--- src/rtl/axil_pkg.sv ---
// rtl/axil_pkg.sv - shared AXI4-Lite widths, response codes and master-read state type
package axil_pkg;

  localparam int ADDR_W = 32;
  localparam int DATA_W = 32;

  localparam logic [1:0] RESP_OKAY   = 2'b00;
  localparam logic [1:0] RESP_EXOKAY = 2'b01;
  localparam logic [1:0] RESP_SLVERR = 2'b10;
  localparam logic [1:0] RESP_DECERR = 2'b11;

  typedef enum logic [2:0] {
    MR_IDLE,
    MR_AR,
    MR_R_WAIT,
    MR_RSP,
    MR_DRAIN
  } mr_state_e;

endpackage

--- src/rtl/axi_lite_master_read_if.sv ---
// rtl/axi_lite_master_read_if.sv - user command/response port plus AXI4-Lite AR/R pins of the read master
interface axi_lite_master_read_if import axil_pkg::*; ();

  logic              user_cmd_valid;
  logic              user_cmd_ready;
  logic [ADDR_W-1:0] user_cmd_addr;
  logic              user_rsp_valid;
  logic              user_rsp_ready;
  logic [DATA_W-1:0] user_rsp_data;
  logic [1:0]        user_rsp_resp;
  logic              user_rsp_timeout;

  logic              M_AXIL_ARVALID;
  logic              M_AXIL_ARREADY;
  logic [ADDR_W-1:0] M_AXIL_ARADDR;
  logic [2:0]        M_AXIL_ARPROT;
  logic              M_AXIL_RVALID;
  logic              M_AXIL_RREADY;
  logic [DATA_W-1:0] M_AXIL_RDATA;
  logic [1:0]        M_AXIL_RRESP;

  modport master (
    input  user_cmd_valid, user_cmd_addr, user_rsp_ready,
           M_AXIL_ARREADY, M_AXIL_RVALID, M_AXIL_RDATA, M_AXIL_RRESP,
    output user_cmd_ready, user_rsp_valid, user_rsp_data, user_rsp_resp, user_rsp_timeout,
           M_AXIL_ARVALID, M_AXIL_ARADDR, M_AXIL_ARPROT, M_AXIL_RREADY
  );

  modport slave (
    output user_cmd_valid, user_cmd_addr, user_rsp_ready,
           M_AXIL_ARREADY, M_AXIL_RVALID, M_AXIL_RDATA, M_AXIL_RRESP,
    input  user_cmd_ready, user_rsp_valid, user_rsp_data, user_rsp_resp, user_rsp_timeout,
           M_AXIL_ARVALID, M_AXIL_ARADDR, M_AXIL_ARPROT, M_AXIL_RREADY
  );

endinterface

--- src/rtl/axil_timeout_cnt.sv ---
// rtl/axil_timeout_cnt.sv - saturating wait counter that flags expiry after TIMEOUT enabled cycles
module axil_timeout_cnt #(
  parameter int TIMEOUT = 256
) (
  input  logic clk,
  input  logic rst,
  input  logic clear,
  input  logic enable,
  output logic expire
);

  if (TIMEOUT == 0) begin : g_off
    assign expire = 1'b0;
  end else begin : g_on
    localparam int CNT_W = $clog2(TIMEOUT + 1);
    localparam logic [CNT_W-1:0] LIMIT = CNT_W'(TIMEOUT);

    logic [CNT_W-1:0] count;

    // count reads k in the k-th enabled cycle after clear, so expire is seen TIMEOUT cycles in
    always_ff @(posedge clk) begin
      if (rst || clear) begin
        count <= '0;
      end else if (enable && count != LIMIT) begin
        count <= count + 1'b1;
      end
    end

    assign expire = enable && (count == LIMIT);
  end

endmodule

--- src/rtl/axi_lite_master_read.sv ---
// rtl/axi_lite_master_read.sv - single-outstanding AXI4-Lite read master with misalign check and R timeout/drain
module axi_lite_master_read import axil_pkg::*; #(
  parameter logic [2:0] ARPROT_VAL = 3'b000,
  parameter int         TIMEOUT    = 256
) (
  input logic M_AXIL_ACLK,
  input logic M_AXIL_ARESET,
  axi_lite_master_read_if.master bus
);

  mr_state_e         state;
  logic              cmd_ready;
  logic              arvalid;
  logic [ADDR_W-1:0] araddr;
  logic              rready;
  logic              rsp_valid;
  logic [DATA_W-1:0] rsp_data;
  logic [1:0]        rsp_resp;
  logic              rsp_timeout;
  logic              drain_pending;
  logic              tmo_clear;
  logic              tmo_enable;
  logic              tmo_expire;

  assign tmo_clear  = (state == MR_AR) && bus.M_AXIL_ARREADY;
  assign tmo_enable = (state == MR_R_WAIT);

  axil_timeout_cnt #(.TIMEOUT(TIMEOUT)) u_tmo (
    .clk    (M_AXIL_ACLK),
    .rst    (M_AXIL_ARESET),
    .clear  (tmo_clear),
    .enable (tmo_enable),
    .expire (tmo_expire)
  );

  always_ff @(posedge M_AXIL_ACLK) begin
    if (M_AXIL_ARESET) begin
      state         <= MR_IDLE;
      cmd_ready     <= 1'b0;
      arvalid       <= 1'b0;
      araddr        <= '0;
      rready        <= 1'b0;
      rsp_valid     <= 1'b0;
      rsp_data      <= '0;
      rsp_resp      <= RESP_OKAY;
      rsp_timeout   <= 1'b0;
      drain_pending <= 1'b0;
    end else begin
      case (state)
        MR_IDLE: begin
          cmd_ready <= 1'b1;
          if (cmd_ready && bus.user_cmd_valid) begin
            cmd_ready <= 1'b0;
            if (bus.user_cmd_addr[1:0] == 2'b00) begin
              araddr  <= bus.user_cmd_addr;
              arvalid <= 1'b1;
              state   <= MR_AR;
            end else begin
              rsp_data    <= '0;
              rsp_resp    <= RESP_SLVERR;
              rsp_timeout <= 1'b0;
              rsp_valid   <= 1'b1;
              state       <= MR_RSP;
            end
          end
        end
        MR_AR: begin
          if (bus.M_AXIL_ARREADY) begin
            arvalid <= 1'b0;
            rready  <= 1'b1;
            state   <= MR_R_WAIT;
          end
        end
        MR_R_WAIT: begin
          // a beat arriving in the expiry cycle takes priority over the synthesised error
          if (bus.M_AXIL_RVALID) begin
            rready      <= 1'b0;
            rsp_data    <= bus.M_AXIL_RDATA;
            rsp_resp    <= bus.M_AXIL_RRESP;
            rsp_timeout <= 1'b0;
            rsp_valid   <= 1'b1;
            state       <= MR_RSP;
          end else if (tmo_expire) begin
            rready        <= 1'b0;
            rsp_data      <= '0;
            rsp_resp      <= RESP_SLVERR;
            rsp_timeout   <= 1'b1;
            rsp_valid     <= 1'b1;
            drain_pending <= 1'b1;
            state         <= MR_RSP;
          end
        end
        MR_RSP: begin
          if (bus.user_rsp_ready) begin
            rsp_valid <= 1'b0;
            if (drain_pending) begin
              rready <= 1'b1;
              state  <= MR_DRAIN;
            end else begin
              cmd_ready <= 1'b1;
              state     <= MR_IDLE;
            end
          end
        end
        MR_DRAIN: begin
          if (bus.M_AXIL_RVALID) begin
            rready        <= 1'b0;
            drain_pending <= 1'b0;
            cmd_ready     <= 1'b1;
            state         <= MR_IDLE;
          end
        end
        default: state <= MR_IDLE;
      endcase
    end
  end

  assign bus.user_cmd_ready   = cmd_ready;
  assign bus.user_rsp_valid   = rsp_valid;
  assign bus.user_rsp_data    = rsp_data;
  assign bus.user_rsp_resp    = rsp_resp;
  assign bus.user_rsp_timeout = rsp_timeout;
  assign bus.M_AXIL_ARVALID   = arvalid;
  assign bus.M_AXIL_ARADDR    = araddr;
  assign bus.M_AXIL_ARPROT    = ARPROT_VAL;
  assign bus.M_AXIL_RREADY    = rready;

endmodule

--- src/flat_wrapper.sv ---
// flat-port wrapper written by rule: the top's interface ports become plain ports
module axi_lite_master_read_flat import axil_pkg::*;
#(
  parameter logic [2:0] ARPROT_VAL = 3'b000,
  parameter int         TIMEOUT    = 256
)
  (M_AXIL_ACLK, M_AXIL_ARESET, bus_user_cmd_valid, bus_user_cmd_addr, bus_user_rsp_ready, bus_M_AXIL_ARREADY, bus_M_AXIL_RVALID, bus_M_AXIL_RDATA, bus_M_AXIL_RRESP, bus_user_cmd_ready, bus_user_rsp_valid, bus_user_rsp_data, bus_user_rsp_resp, bus_user_rsp_timeout, bus_M_AXIL_ARVALID, bus_M_AXIL_ARADDR, bus_M_AXIL_ARPROT, bus_M_AXIL_RREADY);
  axi_lite_master_read_if bus_i ();
  input logic M_AXIL_ACLK;
  input logic M_AXIL_ARESET;
  input wire logic [$bits(bus_i.user_cmd_valid)-1:0] bus_user_cmd_valid;
  input wire logic [$bits(bus_i.user_cmd_addr)-1:0] bus_user_cmd_addr;
  input wire logic [$bits(bus_i.user_rsp_ready)-1:0] bus_user_rsp_ready;
  input wire logic [$bits(bus_i.M_AXIL_ARREADY)-1:0] bus_M_AXIL_ARREADY;
  input wire logic [$bits(bus_i.M_AXIL_RVALID)-1:0] bus_M_AXIL_RVALID;
  input wire logic [$bits(bus_i.M_AXIL_RDATA)-1:0] bus_M_AXIL_RDATA;
  input wire logic [$bits(bus_i.M_AXIL_RRESP)-1:0] bus_M_AXIL_RRESP;
  output wire logic [$bits(bus_i.user_cmd_ready)-1:0] bus_user_cmd_ready;
  output wire logic [$bits(bus_i.user_rsp_valid)-1:0] bus_user_rsp_valid;
  output wire logic [$bits(bus_i.user_rsp_data)-1:0] bus_user_rsp_data;
  output wire logic [$bits(bus_i.user_rsp_resp)-1:0] bus_user_rsp_resp;
  output wire logic [$bits(bus_i.user_rsp_timeout)-1:0] bus_user_rsp_timeout;
  output wire logic [$bits(bus_i.M_AXIL_ARVALID)-1:0] bus_M_AXIL_ARVALID;
  output wire logic [$bits(bus_i.M_AXIL_ARADDR)-1:0] bus_M_AXIL_ARADDR;
  output wire logic [$bits(bus_i.M_AXIL_ARPROT)-1:0] bus_M_AXIL_ARPROT;
  output wire logic [$bits(bus_i.M_AXIL_RREADY)-1:0] bus_M_AXIL_RREADY;
  assign bus_i.user_cmd_valid = bus_user_cmd_valid;
  assign bus_i.user_cmd_addr = bus_user_cmd_addr;
  assign bus_i.user_rsp_ready = bus_user_rsp_ready;
  assign bus_i.M_AXIL_ARREADY = bus_M_AXIL_ARREADY;
  assign bus_i.M_AXIL_RVALID = bus_M_AXIL_RVALID;
  assign bus_i.M_AXIL_RDATA = bus_M_AXIL_RDATA;
  assign bus_i.M_AXIL_RRESP = bus_M_AXIL_RRESP;
  assign bus_user_cmd_ready = bus_i.user_cmd_ready;
  assign bus_user_rsp_valid = bus_i.user_rsp_valid;
  assign bus_user_rsp_data = bus_i.user_rsp_data;
  assign bus_user_rsp_resp = bus_i.user_rsp_resp;
  assign bus_user_rsp_timeout = bus_i.user_rsp_timeout;
  assign bus_M_AXIL_ARVALID = bus_i.M_AXIL_ARVALID;
  assign bus_M_AXIL_ARADDR = bus_i.M_AXIL_ARADDR;
  assign bus_M_AXIL_ARPROT = bus_i.M_AXIL_ARPROT;
  assign bus_M_AXIL_RREADY = bus_i.M_AXIL_RREADY;
  axi_lite_master_read #(.ARPROT_VAL(ARPROT_VAL), .TIMEOUT(TIMEOUT)) u_core (.M_AXIL_ACLK(M_AXIL_ACLK), .M_AXIL_ARESET(M_AXIL_ARESET), .bus(bus_i));
endmodule
--- config.mk ---
export PLATFORM = sky130hd
export DESIGN_NAME = axi_lite_master_read_flat
export DESIGN_NICKNAME = d
export VERILOG_FILES = /design/src/rtl/axil_pkg.sv /design/src/rtl/axi_lite_master_read_if.sv /design/src/rtl/axil_timeout_cnt.sv /design/src/rtl/axi_lite_master_read.sv /design/src/flat_wrapper.sv
export SDC_FILE = /design/constraint.sdc
export NUM_CORES = 1
export LEC_CHECK = 0
export CAP_MARGIN = 30
export CORE_ASPECT_RATIO = 0.6
export CORE_UTILIZATION = 41
export CTS_CLUSTER_SIZE = 12
export DETAILED_ROUTE_END_ITERATION = 10
export GPL_ROUTABILITY_DRIVEN = 1
export GPL_TIMING_DRIVEN = 0
export PLACE_DENSITY = 0.81
export SLEW_MARGIN = 20
export SYNTH_ARGS = -nofsm -noshare
export SYNTH_HDL_FRONTEND = slang
export SYNTH_SLANG_ARGS = --single-unit
export TNS_END_PERCENT = 1
--- constraint.sdc ---
create_clock -name M_AXIL_ACLK -period 2.05 [get_ports M_AXIL_ACLK]
set_input_delay 0.615 -clock M_AXIL_ACLK [delete_from_list [all_inputs] [get_ports M_AXIL_ACLK]]
set_output_delay 0.615 -clock M_AXIL_ACLK [all_outputs]
set_load 0.02 [all_outputs]
==> impl_results.md, run 1 <==
- Leak Pwr: 1.86 nW
- Period utilization: 0.937
- Synth warnings: 0
- RSZ-0062 raised after global routing: no
- Global Route met2 Usage: 0.335
- Die X: 115 um
- GR Util met1: 0.267
- CP Max Fanout: 2
- Die Area: between 7000 and 8000 um^2
- Max stage delay cell, worst path: clkdlybuf4s50_1
- P&R area growth vs syn: 58.8%
- Max-Cap Viols: 0
- Global Route Usage Sum: 0.217
- Worst path required time: around 1400 ps
- Register bit total from synthesis: 84
- Avg Cell Area, Syn: 9.45 um^2
- Die extent in y: 69.6 um
- Initial antenna violation count: 0
- Inserted Diodes: 0
- Final min period: 1920 ps
- CP startpoint: u_core.bus.user_rsp_data[22]$_SDFFE_PP0P_
- Critical Path Sink: bus_user_rsp_data[22]
- DP Wirelength: around 6.2 mm
- Crit start category: flop
- CP delay by family, top: buffers and inverters
- Library cells used by synthesis: 42
- Setup crit end kind: primary output
- Grt peak-use layer: met2
- CP arrival: around 1300 ps
- Fin Clk Skew: roughly 4.6 ps
- CTS Buf Count: 9
- Final Cell Area: 4960 um^2
- Worst VDD drop: about 480 uV
- Worst R2R Path Depth: 8
- RePlAce Congestion: about 0.83
- Final Hold Vio Count: 0
- Post-route insts no fill: slightly below 600
- Clock Latency Late Sink: ~330 ps
- Vias in the first global route: ~2800
- Layout cells sized above 1: 0.0854
- Slowest cell delay on critical path: between 600 and 700 ps
- DRC: 0
- Slew Limit Fails: 0
- GRT met3 Usage: 0.108
- Final wirelength: around 8.4 mm
- DP Area: 4680 um^2
- Reg2reg setup slack: 140 ps
- Power Density: approximately 900 nW/um^2
- Number of hold buffers added after cts: 0
- Drt first pass iters: 4
- Clock sink total: 84
- Io pins: 146
- Total gr overflow: 0
- 1st-iter DRT viols: 135
- CTS tree: yes
- Initial Utilization: 0.427
- Area of the core: 7330 um^2
- Crit path kind: flop to primary output
- Reg-to-reg critical path startpoint: u_core.u_tmo.g_on.count[0]$_SDFFE_PP0P_
- Layout Nets: ~560
- First-pass GRT wire length: between 10 and 15 mm
- DR WL/cell: roughly 14 um
- Status: complete, no violations
- Cell count after synthesis: roughly 330
- DR vias/cell: 4.82
- Buf+Inv Stages, Crit Path: 1
- Bufs on Longest Clock Path: 2
- Crit. path cell count: 1
- Remaining antenna violation count: 0
- Rows: 24
- Seq/Total Area, Yosys: 0.538
- Clk slew on worst S/H paths: ~60 ps
- Cell count after placement: between 500 and 600
- Root Buffer: clkbuf_16
- Buffers on Ports: about 140
- Post-Syn Area: ~3100 um^2
- Final setup fails: 0
- Max Clock Freq: about 0.52 GHz
- Via count: between 2000 and 3000
- Largest net degree at the start of global routing: 13
- Level count of the clock H-tree: 3
- Hold/Removal Path Class: flop to flop
- Worst r2r dst: u_core.bus.user_rsp_timeout$_SDFFE_PP0P_
- Crit-path cells: clkdlybuf4s50_1
==> sequential cells by signal (all words and copies together), names as in the netlist, 2 cells and up <==
name                      cells
u_core.bus.M_AXIL_ARADDR     32
u_core.bus.user_rsp_resp      2
u_core.bus.user_rsp_data     32
u_core.u_tmo.g_on.count       9
u_core.state                  3
==> cell families after synthesis <==
| family | share of synthesized area |
|---|---|
| buf+inv | 0.0516 |
| xor+xnor | 0.0224 |
| simple gates | 0.188 |
| other cells | 0.00120 |
| fa+ha+maj | 0.00800 |
| compound gates | 0.188 |
| flops | 0.538 |
| mux | 0.00320 |
==> final cells by class <==
cell class | count | area, um^2
Clock buffer | 12 | 236
Buffer | 25 | 146
Inverter | 4 | 15.0
Multi-Input combinational cell | 220 | 1300
Clock inverter | 3 | 15.0
Timing Repair Buffer | 144 | 1440
Tap cell | 104 | 130
Sequential cell | 84 | 1680
Fill cell | 633 | 2360
==> how the worst min path moves through the flow <==
stage | from | endpoint | slack (ps) | cells past startpoint
floorplan | u_core.u_tmo.g_on.count[8]$_SDFFE_PP0P_ | u_core.u_tmo.g_on.count[8]$_SDFFE_PP0P_ | 470 | 2
global placement | u_core.bus.M_AXIL_ARADDR[8]$_SDFFE_PP0P_ | u_core.bus.M_AXIL_ARADDR[8]$_SDFFE_PP0P_ | 440 | 2
detailed placement | u_core.bus.M_AXIL_ARADDR[13]$_SDFFE_PP0P_ | u_core.bus.M_AXIL_ARADDR[13]$_SDFFE_PP0P_ | 450 | 2
CTS | u_core.bus.M_AXIL_ARADDR[16]$_SDFFE_PP0P_ | u_core.bus.M_AXIL_ARADDR[16]$_SDFFE_PP0P_ | 450 | 2
global route | u_core.bus.M_AXIL_ARADDR[14]$_SDFFE_PP0P_ | u_core.bus.M_AXIL_ARADDR[14]$_SDFFE_PP0P_ | 470 | 2
finish | u_core.bus.M_AXIL_ARADDR[13]$_SDFFE_PP0P_ | u_core.bus.M_AXIL_ARADDR[13]$_SDFFE_PP0P_ | 450 | 2
==> placed cells by master (no fill, tap or decap), types with 3 or more instances in the layout <==
cell,instances
xor2_1,5
clkdlybuf4s50_1,139
and3_1,3
nand2_1,68
buf_4,9
dfxtp_1,83
nand4_1,3
clkbuf_16,9
clkbuf_1,12
conb_1,3
buf_2,6
inv_1,4
a22o_1,33
nor3b_1,3
buf_6,3
clkinv_2,3
nor2_1,24
nor3_1,4
a21oi_1,38
xnor2_1,3
==> stage by stage <==
stage | worst slack [ps] | hold slack [ps] | TNS, ps | total power [mW] | utilization
2_1_floorplan | 359 | 472 | 0 | 2.56 | -
3_3_place_gp | -272 | 441 | -8280 | 3.04 | 0.638
3_5_place_dp | -316 | 447 | -10160 | 3.07 | 0.638
4_1_cts | 22.8 | 455 | 0 | 4.48 | 0.672
5_1_grt | 20.6 | 474 | 0 | 4.71 | 0.678
6_report | 130 | 452 | 0 | 4.47 | 0.678
==> cells in the mapped netlist, drive strengths merged <==
| master | count | area share |
|---|---|---|
| conb | 1 | 0.0012 |
| nand3 | 1 | 0.0016 |
| o2bb2ai | 1 | 0.0028 |
| a21o | 2 | 0.0048 |
| nor3b | 5 | 0.017 |
| and2 | 2 | 0.0040 |
| xor2 | 5 | 0.014 |
| buf | 16 | 0.036 |
| a21oi | 39 | 0.062 |
| nand2 | 68 | 0.082 |
| dfxtp | 84 | 0.54 |
| o21bai | 1 | 0.0024 |
| nand2b | 2 | 0.0040 |
| o21a | 1 | 0.0024 |
| a41oi | 1 | 0.0028 |
| ha | 2 | 0.0080 |
| and4bb | 1 | 0.0040 |
| nor2b | 2 | 0.0040 |
| o41a | 1 | 0.0036 |
| mux2i | 1 | 0.0032 |
| nand3b | 1 | 0.0024 |
| and3 | 3 | 0.0060 |
| nor4 | 1 | 0.0068 |
| xnor2 | 3 | 0.0084 |
| a22o | 33 | 0.092 |
| nor2 | 25 | 0.032 |
| a211oi | 3 | 0.011 |
| inv | 4 | 0.0048 |
| or3b | 2 | 0.0064 |
| nand4 | 3 | 0.0060 |
| clkbuf | 9 | 0.011 |
| nor3 | 6 | 0.011 |
| o21ai | 2 | 0.0032 |
==> routing by layer <==
metal | up-vias | routed length, um
met3 | 9 | 906
met4 | 0 | 96
li1 | 1441 | -
met1 | 1301 | 3680
met5 | - | 0
met2 | 121 | 3670
==> what timing repair did <==
item                                    in CTS  in global routing
endpoints found under the setup margin       0                 30
buffers inserted                             0                  3
gates resized for setup                      0                  5
==> power breakdown <==
| group | leakage, nW | internal, mW | total, mW | switching (mW) |
|---|---|---|---|---|
| Combinational | 1.06 | 0.608 | 1.21 | 0.599 |
| Clock | 0.126 | 0.807 | 1.39 | 0.584 |
| Sequential | 0.680 | 1.78 | 1.87 | 0.0917 |
| Total | 1.86 | 3.19 | 4.47 | 1.27 |
Note: power is estimated with default switching activity, not from simulation.
==> run 2, diff against run 1 <==
- SKIP_CTS_REPAIR_TIMING: not set -> 1
==> results of run 2 <==
No change in the layout: final DEF, timing and power equal those of run 1.
